<file path="src/rtl/drawbridge_pkg.sv">
// drawbridge_pkg
// Shared types and default parameter values for the drawbridge controller.
//   bridge_state_t     : controller state encoding
//   DEF_*              : default values for the four top-level parameters
//   is_travel()        : true for the two motor-driven states
package drawbridge_pkg;

  typedef enum logic [2:0] {
    S_FLAT     = 3'd0,
    S_CLEARING = 3'd1,
    S_LIFTING  = 3'd2,
    S_UPRIGHT  = 3'd3,
    S_LOWERING = 3'd4,
    S_FAULT    = 3'd5
  } bridge_state_t;

  localparam int DEF_LANES         = 2;
  localparam int DEF_CNT_W         = 8;
  localparam int DEF_CLEAR_DELAY   = 16;
  localparam int DEF_MOTOR_TIMEOUT = 1000;

  function automatic logic is_travel(input bridge_state_t s);
    return (s == S_LIFTING) || (s == S_LOWERING);
  endfunction

endpackage

</file>
<file path="src/rtl/drawbridge_ctrl_lane_car_counter.sv">
// lane_car_counter
// Saturating count of vehicles on the deck, fed by per-lane entry/exit pulses.
//   Clk        in            system clock, rising edge
//   Reset      in            synchronous, active-low reset
//   i_car_in   in  [LANES]   per-lane entry pulse
//   i_car_out  in  [LANES]   per-lane exit pulse
//   o_count    out [CNT_W]   registered vehicle count
//   o_clamp    out           combinational: this cycle's update hits a clamp
//                            (the parent registers it into its alarm output)
module lane_car_counter
  import drawbridge_pkg::*;
#(
  parameter int LANES = DEF_LANES,
  parameter int CNT_W = DEF_CNT_W
) (
  input  logic             Clk,
  input  logic             Reset,
  input  logic [LANES-1:0] i_car_in,
  input  logic [LANES-1:0] i_car_out,
  output logic [CNT_W-1:0] o_count,
  output logic             o_clamp
);

  // Two extra bits: one for sign, one for headroom above the maximum count.
  localparam int SW = CNT_W + 2;
  localparam logic signed [SW-1:0] MAX_CNT = {2'b00, {CNT_W{1'b1}}};

  logic [CNT_W-1:0]     r_count;
  logic signed [SW-1:0] w_pc_in;
  logic signed [SW-1:0] w_pc_out;
  logic signed [SW-1:0] w_sum;
  logic [CNT_W-1:0]     w_count_next;
  logic                 w_clamp;

  always_comb begin
    w_pc_in  = '0;
    w_pc_out = '0;
    for (int i = 0; i < LANES; i++) begin
      w_pc_in  = w_pc_in  + {{(SW-1){1'b0}}, i_car_in[i]};
      w_pc_out = w_pc_out + {{(SW-1){1'b0}}, i_car_out[i]};
    end
  end

  // Entry and exit on the same lane in one cycle cancel naturally here.
  assign w_sum = $signed({2'b00, r_count}) + w_pc_in - w_pc_out;

  always_comb begin
    w_count_next = w_sum[CNT_W-1:0];
    w_clamp      = 1'b0;
    if (w_sum[SW-1]) begin
      w_count_next = '0;
      w_clamp      = 1'b1;
    end else if (w_sum > MAX_CNT) begin
      w_count_next = {CNT_W{1'b1}};
      w_clamp      = 1'b1;
    end
  end

  always_ff @(posedge Clk) begin
    if (!Reset) begin
      r_count <= '0;
    end else begin
      r_count <= w_count_next;
    end
  end

  assign o_count = r_count;
  assign o_clamp = w_clamp;

endmodule

</file>
<file path="src/rtl/drawbridge_ctrl.sv">
// drawbridge_ctrl
// Drawbridge controller: deck vehicle tracking, traffic light, bidirectional
// deck motor between limit switches, clear-deck delay, motor timeout and a
// latched fault. All outputs are registered.
//   Clk       in           system clock, rising edge
//   Reset     in           synchronous, active-low reset
//   CarIn     in  [LANES]  per-lane entry pulse
//   CarOut    in  [LANES]  per-lane exit pulse
//   MD        in           0 = auto (request from BS), 1 = manual (from PB)
//   PB        in           operator lift request (level)
//   BS        in           boat sensor (level)
//   H / L     in           deck-up / deck-down limit switches
//   MT        out          motor enable
//   DIR       out          motor direction, 1 = up
//   AL        out          alarm
//   TFL       out          traffic light, 1 = red
//   CarCount  out [CNT_W]  vehicles on deck
//   Fault     out          latched fault
module drawbridge_ctrl
  import drawbridge_pkg::*;
#(
  parameter int LANES         = DEF_LANES,
  parameter int CNT_W         = DEF_CNT_W,
  parameter int CLEAR_DELAY   = DEF_CLEAR_DELAY,
  parameter int MOTOR_TIMEOUT = DEF_MOTOR_TIMEOUT
) (
  input  logic             Clk,
  input  logic             Reset,
  input  logic [LANES-1:0] CarIn,
  input  logic [LANES-1:0] CarOut,
  input  logic             MD,
  input  logic             PB,
  input  logic             BS,
  input  logic             H,
  input  logic             L,
  output logic             MT,
  output logic             DIR,
  output logic             AL,
  output logic             TFL,
  output logic [CNT_W-1:0] CarCount,
  output logic             Fault
);

  localparam int MT_W = $clog2(MOTOR_TIMEOUT + 1);
  localparam int CT_W = $clog2(CLEAR_DELAY + 1);

  bridge_state_t r_state;
  bridge_state_t w_state_next;
  logic [MT_W-1:0] r_mtimer;
  logic [MT_W-1:0] w_mtimer_next;
  logic [CT_W-1:0] r_ctimer;
  logic [CT_W-1:0] w_ctimer_next;
  logic r_mt, r_dir, r_al, r_tfl, r_fault;
  logic w_mt_next, w_dir_next, w_al_next, w_tfl_next, w_fault_next;

  logic [CNT_W-1:0] w_count;
  logic             w_clamp;
  logic             w_req;
  logic             w_empty;
  logic             w_activity;
  logic [MT_W:0]    w_elapsed;
  logic             w_timeout;

  lane_car_counter #(
    .LANES (LANES),
    .CNT_W (CNT_W)
  ) u_counter (
    .Clk       (Clk),
    .Reset     (Reset),
    .i_car_in  (CarIn),
    .i_car_out (CarOut),
    .o_count   (w_count),
    .o_clamp   (w_clamp)
  );

  assign w_req      = MD ? PB : BS;
  assign w_empty    = (w_count == '0) && (CarIn == '0);
  assign w_activity = (|CarIn) || (|CarOut);

  // The motor timer counts cycles in which the motor was actually driven:
  // the registered MT says whether the cycle now ending was a running one,
  // so a paused cycle leaves the count untouched.
  assign w_elapsed = {1'b0, r_mtimer} + {{MT_W{1'b0}}, r_mt};
  assign w_timeout = (w_elapsed == (MT_W+1)'(MOTOR_TIMEOUT));

  always_comb begin
    w_state_next  = r_state;
    w_ctimer_next = '0;
    w_mtimer_next = r_mtimer;
    case (r_state)
      S_FLAT: begin
        w_mtimer_next = '0;
        if (w_req && L) begin
          w_state_next = S_CLEARING;
        end else if (!L) begin
          w_state_next = S_FAULT;
        end
      end
      S_CLEARING: begin
        w_mtimer_next = '0;
        if (!w_req) begin
          w_state_next = S_FLAT;
        end else if (!w_empty) begin
          w_ctimer_next = '0;
        end else if (r_ctimer == CT_W'(CLEAR_DELAY - 1)) begin
          w_state_next = S_LIFTING;
        end else begin
          w_ctimer_next = r_ctimer + 1'b1;
        end
      end
      S_LIFTING: begin
        w_mtimer_next = w_elapsed[MT_W-1:0];
        if (H) begin
          w_state_next  = S_UPRIGHT;
          w_mtimer_next = '0;
        end else if (w_timeout) begin
          w_state_next = S_FAULT;
        end
      end
      S_UPRIGHT: begin
        w_mtimer_next = '0;
        if (!w_req) begin
          w_state_next = S_LOWERING;
        end else if (!H) begin
          w_state_next = S_FAULT;
        end
      end
      S_LOWERING: begin
        w_mtimer_next = w_elapsed[MT_W-1:0];
        if (L) begin
          w_state_next  = S_FLAT;
          w_mtimer_next = '0;
        end else if (w_req) begin
          // A boat arriving while the deck comes down reverses it with a
          // fresh travel budget.
          w_state_next  = S_LIFTING;
          w_mtimer_next = '0;
        end else if (w_timeout) begin
          w_state_next = S_FAULT;
        end
      end
      S_FAULT: begin
        w_state_next = S_FAULT;
      end
      default: begin
        w_state_next = S_FAULT;
      end
    endcase

    // Both limit switches at once means a broken sensor or deck: stop.
    if (H && L) begin
      w_state_next = S_FAULT;
    end
    if (w_state_next != S_CLEARING) begin
      w_ctimer_next = '0;
    end
    if (w_state_next == S_FAULT) begin
      w_mtimer_next = '0;
    end
  end

  // Output values are derived from the state being entered so that the
  // registered outputs line up with the registered state.
  always_comb begin
    w_mt_next    = 1'b0;
    w_dir_next   = 1'b0;
    w_al_next    = w_clamp;
    w_tfl_next   = 1'b1;
    w_fault_next = 1'b0;
    if (is_travel(w_state_next)) begin
      // Vehicles still on (or entering) the deck pause travel.
      w_mt_next = w_empty;
      if (!w_empty) begin
        w_al_next = 1'b1;
      end
    end
    case (w_state_next)
      S_FLAT:    w_tfl_next = 1'b0;
      S_LIFTING: w_dir_next = 1'b1;
      S_FAULT: begin
        w_al_next    = 1'b1;
        w_fault_next = 1'b1;
      end
      default: ;
    endcase
    if ((r_state == S_UPRIGHT) && w_activity) begin
      w_al_next = 1'b1;
    end
  end

  always_ff @(posedge Clk) begin
    if (!Reset) begin
      r_state  <= S_FLAT;
      r_mtimer <= '0;
      r_ctimer <= '0;
      r_mt     <= 1'b0;
      r_dir    <= 1'b0;
      r_al     <= 1'b0;
      r_tfl    <= 1'b0;
      r_fault  <= 1'b0;
    end else begin
      r_state  <= w_state_next;
      r_mtimer <= w_mtimer_next;
      r_ctimer <= w_ctimer_next;
      r_mt     <= w_mt_next;
      r_dir    <= w_dir_next;
      r_al     <= w_al_next;
      r_tfl    <= w_tfl_next;
      r_fault  <= w_fault_next;
    end
  end

  assign MT       = r_mt;
  assign DIR      = r_dir;
  assign AL       = r_al;
  assign TFL      = r_tfl;
  assign Fault    = r_fault;
  assign CarCount = w_count;

endmodule

</file>
<file path="config.mk">
export PLATFORM = sky130hd
export DESIGN_NAME = drawbridge_ctrl
export DESIGN_NICKNAME = d
export VERILOG_FILES = /design/src/rtl/drawbridge_pkg.sv /design/src/rtl/drawbridge_ctrl_lane_car_counter.sv /design/src/rtl/drawbridge_ctrl.sv
export SDC_FILE = /design/constraint.sdc
export NUM_CORES = 1
export LEC_CHECK = 0
export CORE_MARGIN = 2
export CORE_UTILIZATION = 55
export CTS_CLUSTER_DIAMETER = 30
export DETAILED_ROUTE_END_ITERATION = 6
export PLACE_DENSITY = 0.78
export SYNTH_ARGS = -nofsm -noshare
export SYNTH_HDL_FRONTEND = slang
export SYNTH_HIERARCHICAL = 1
export SYNTH_SLANG_ARGS = --single-unit
</file>
<file path="constraint.sdc">
create_clock -name Clk -period 7.16 [get_ports Clk]
set_clock_uncertainty 0.1 [all_clocks]
set_input_delay 0.716 -clock Clk [delete_from_list [all_inputs] [get_ports Clk]]
set_output_delay 0.716 -clock Clk [all_outputs]
set_load 0.01 [all_outputs]
</file>
==> results.sh <==
export IMPL_critical_path_startpoint_type="input pin"
export IMPL_syn_inst=240
export IMPL_syn_area_per_cell_sq_um=9.00
export IMPL_finish_net_count=292
export IMPL_crit_family="compound AO/OA/AOI/OAI gates"
export IMPL_synth_mux_area_frac=0.0162
export IMPL_tightest_slew_ns=0.575
export IMPL_irDropWorstVdd_mv=0.270
export IMPL_drive_gt1_frac=0.158
export IMPL_syn_to_final_growth_pct=15.7
export IMPL_track_usage=0.226
export IMPL_synth_nets=267
export IMPL_diodes=0
export IMPL_initial_core_util=0.581
export IMPL_fin_total_pwr_uw=804
export IMPL_hold_ws_ns=0.359
export IMPL_clk_pin_slew_ns=0.07
export IMPL_io_pins=24
export IMPL_endpoint_kind="flip-flop"
export IMPL_dieArea_sq_um=4440
export IMPL_final_setup_tns_ns=0
export IMPL_die_h_um=66.7
export IMPL_vias=1821
export IMPL_synth_area_top_cells="dfxtp_1, ha_1, inv_1"
export IMPL_arrival_ns=4.17
export IMPL_synth_compound_area_share=0.244
export IMPL_cp_required_ns=7.24
export IMPL_antenna_found_initial=0
export IMPL_grt_overflow=0
export IMPL_startpoint="CarOut[0]"
export IMPL_crit_buf_inv=4
export IMPL_grt_pass1_wl_um=7690
export IMPL_fillers=323
export IMPL_clock_path_buffers=2
export IMPL_r2r_cells=13
export IMPL_yosysTopAreaCellShare=0.287
export IMPL_synth_largest_area_cell="dfxtp_1"
export IMPL_synthFlopType="dfxtp_1"
export IMPL_max_stage_delay_ns=0.46
export IMPL_worst_slack_ns=3.08
export IMPL_cts_resized=0
export IMPL_core_sq_um=3720
export IMPL_ys_types=68
export IMPL_relSlewSlack=0.616
export IMPL_r2r_end="AL$_SDFF_PN0_"
export IMPL_clock_fmax_mhz=245
export IMPL_p_leak_uw=0.000956
export IMPL_regArea_sq_um=621
export IMPL_grt_max_degree=15
export IMPL_ff2ff_setup_slack_ns=3.94
export IMPL_ys_ff_latch=31
export IMPL_portBuffers=23
export IMPL_drt_total_wl_um=4380
export IMPL_root_buffer="clkbuf_8"
export IMPL_dp_slack_ns=2.82
export IMPL_drv_slew=0
export IMPL_multi_input_area_sq_um=1410
export IMPL_gp_congestion=0.922
export IMPL_finish_utilization=0.672
export IMPL_drtPass1Iterations=4
export IMPL_grt_pass1_vias=1730
export IMPL_setup_viol=0
export IMPL_synth_common_cells="dfxtp_1, inv_1, nor2_1, nand2_1, ha_1"
export IMPL_crit_cells=16
export IMPL_status="complete, no violations"
export IMPL_clock_latency_ns=0.29
export IMPL_hold_viol=0
export IMPL_crit_type="in -> reg"
export IMPL_r2r_start="u_counter/o_count[1]$_SDFF_PP0_"
export IMPL_synth_xor_area_frac=0.0406
export IMPL_hold_class="reg -> reg"
export IMPL_ys_warn_count=6
export IMPL_dpl_hpwl_um=3260
export IMPL_synth_top_family_by_area="simple AND/OR/NAND/NOR gates"
export IMPL_p_per_area_nw_per_um2=322
export IMPL_drv_cap=0
export IMPL_dieWidth_um=66.7
export IMPL_wire_per_inst_um=14.0
export IMPL_synth_edff_count=0
export IMPL_htree_num_levels=2
export IMPL_ant_nets=0
export IMPL_fin_crit_ns=4.08
export IMPL_crit_end="AL$_SDFF_PN0_"
export IMPL_worstPathMaxFanout=4
export IMPL_synth_simple_gate_area_frac=0.248
export IMPL_rows=22
export IMPL_hold_depth=1
export IMPL_cts_setup_buffers=0
export IMPL_async_flop_share=0
export IMPL_rsz0062_at_grt="false"
export IMPL_seq_area_frac_synth=0.287
export IMPL_synth_most_common_cell="dfxtp_1"
export IMPL_cts_buffers=5
export IMPL_synthAdderAreaFrac=0.103
export IMPL_crit_slowest_cell="clkdlybuf4s50_1"
export IMPL_drt_iter0_drc=122
export IMPL_crit_chain="clkdlybuf4s50_1, inv_1, fa_1, inv_1, fa_1, inv_1, ha_1, fa_1, a21oi_1, nor2b_2, a31oi_1, a21o_2, a41oi_1, and3_1, a311o_1, a311oi_1"
export IMPL_hold_buffers=0
export IMPL_clock_sinks=31
export IMPL_synth_area_sq_um=2160
export IMPL_finalCritPeriodShare=0.570
export IMPL_drc=0
export IMPL_cts_tree="done"
export IMPL_avgViaCountPerCell=5.80
layout make-up:
type                    instances  area share
flip-flops and latches         31       0.248
repair buffers                 23      0.0921
clock inverters                 3     0.00801
multi-input cells             180       0.564
clock buffers                   5      0.0275
inverters                      24      0.0361
well taps                      48      0.0240
sequential cells by signal, summed over array words and instances (netlist names), 3 cells and up:
register / flops
r_ctimer: 5
u_counter/o_count: 8
r_mtimer: 10
r_state: 3
through the flow:
stage / area (sq um) / std cells
6_report: 2500 / 314
5_1_grt: 2500 / 314
4_1_cts: 2500 / 314
3_5_place_dp: 2410 / 306
3_3_place_gp: 2410 / 306
2_1_floorplan: 2160 / 240
routing by layer:
| metal | global-route usage | share of wire | routed length, um |
|---|---|---|---|
| met1 | 0.288 | 0.47 | 2060 |
| met2 | 0.373 | 0.47 | 2070 |
| met3 | 0.0507 | 0.042 | 183 |
| met4 | 0.0791 | 0.015 | 65 |
| met5 | 0 | 0 | 0 |
cells in the final DEF (no fill, tap or decap), types with 9 or more instances in the layout:
master / netlist / final
dfxtp_1: 31 / 31
inv_1: 23 / 23
clkdlybuf4s50_1: 0 / 23
nor2_1: 20 / 20
nand2_1: 14 / 14
ha_1: 13 / 13
a21oi_1: 10 / 10
o21ai_0: 9 / 9
report_power, final:
group / internal [uW] / leakage, uW / switching [uW] / total, uW
sequential: 200 / 0.000254 / 32.3 / 233
combinational: 204 / 0.000662 / 230 / 434
clock: 67.5 / 0.0000402 / 70.1 / 138
worst min path at each step:
stage,slack [ns],start,end
final,0.36,r_ctimer[0]$_SDFF_PP0_,r_ctimer[0]$_SDFF_PP0_
after global routing,0.36,r_ctimer[0]$_SDFF_PP0_,r_ctimer[0]$_SDFF_PP0_
after CTS,0.36,r_ctimer[0]$_SDFF_PP0_,r_ctimer[0]$_SDFF_PP0_
after detailed placement,0.34,r_ctimer[0]$_SDFF_PP0_,r_ctimer[0]$_SDFF_PP0_
after global placement,0.33,r_ctimer[0]$_SDFF_PP0_,r_ctimer[0]$_SDFF_PP0_
after floorplan,0.32,r_ctimer[0]$_SDFF_PP0_,r_ctimer[0]$_SDFF_PP0_
cell families (layout without fill, tap and decap cells):
group | after synthesis | after routing
AOI/OAI and AO/OA | 62 | 62
xor gates and xnor gates | 10 | 10
adders and majority gates | 16 | 16
buffers and inverters | 29 | 55
DFF | 31 | 31
muxes | 3 | 3
and+or+nand+nor | 89 | 89
(Power assumes the default switching activity.)
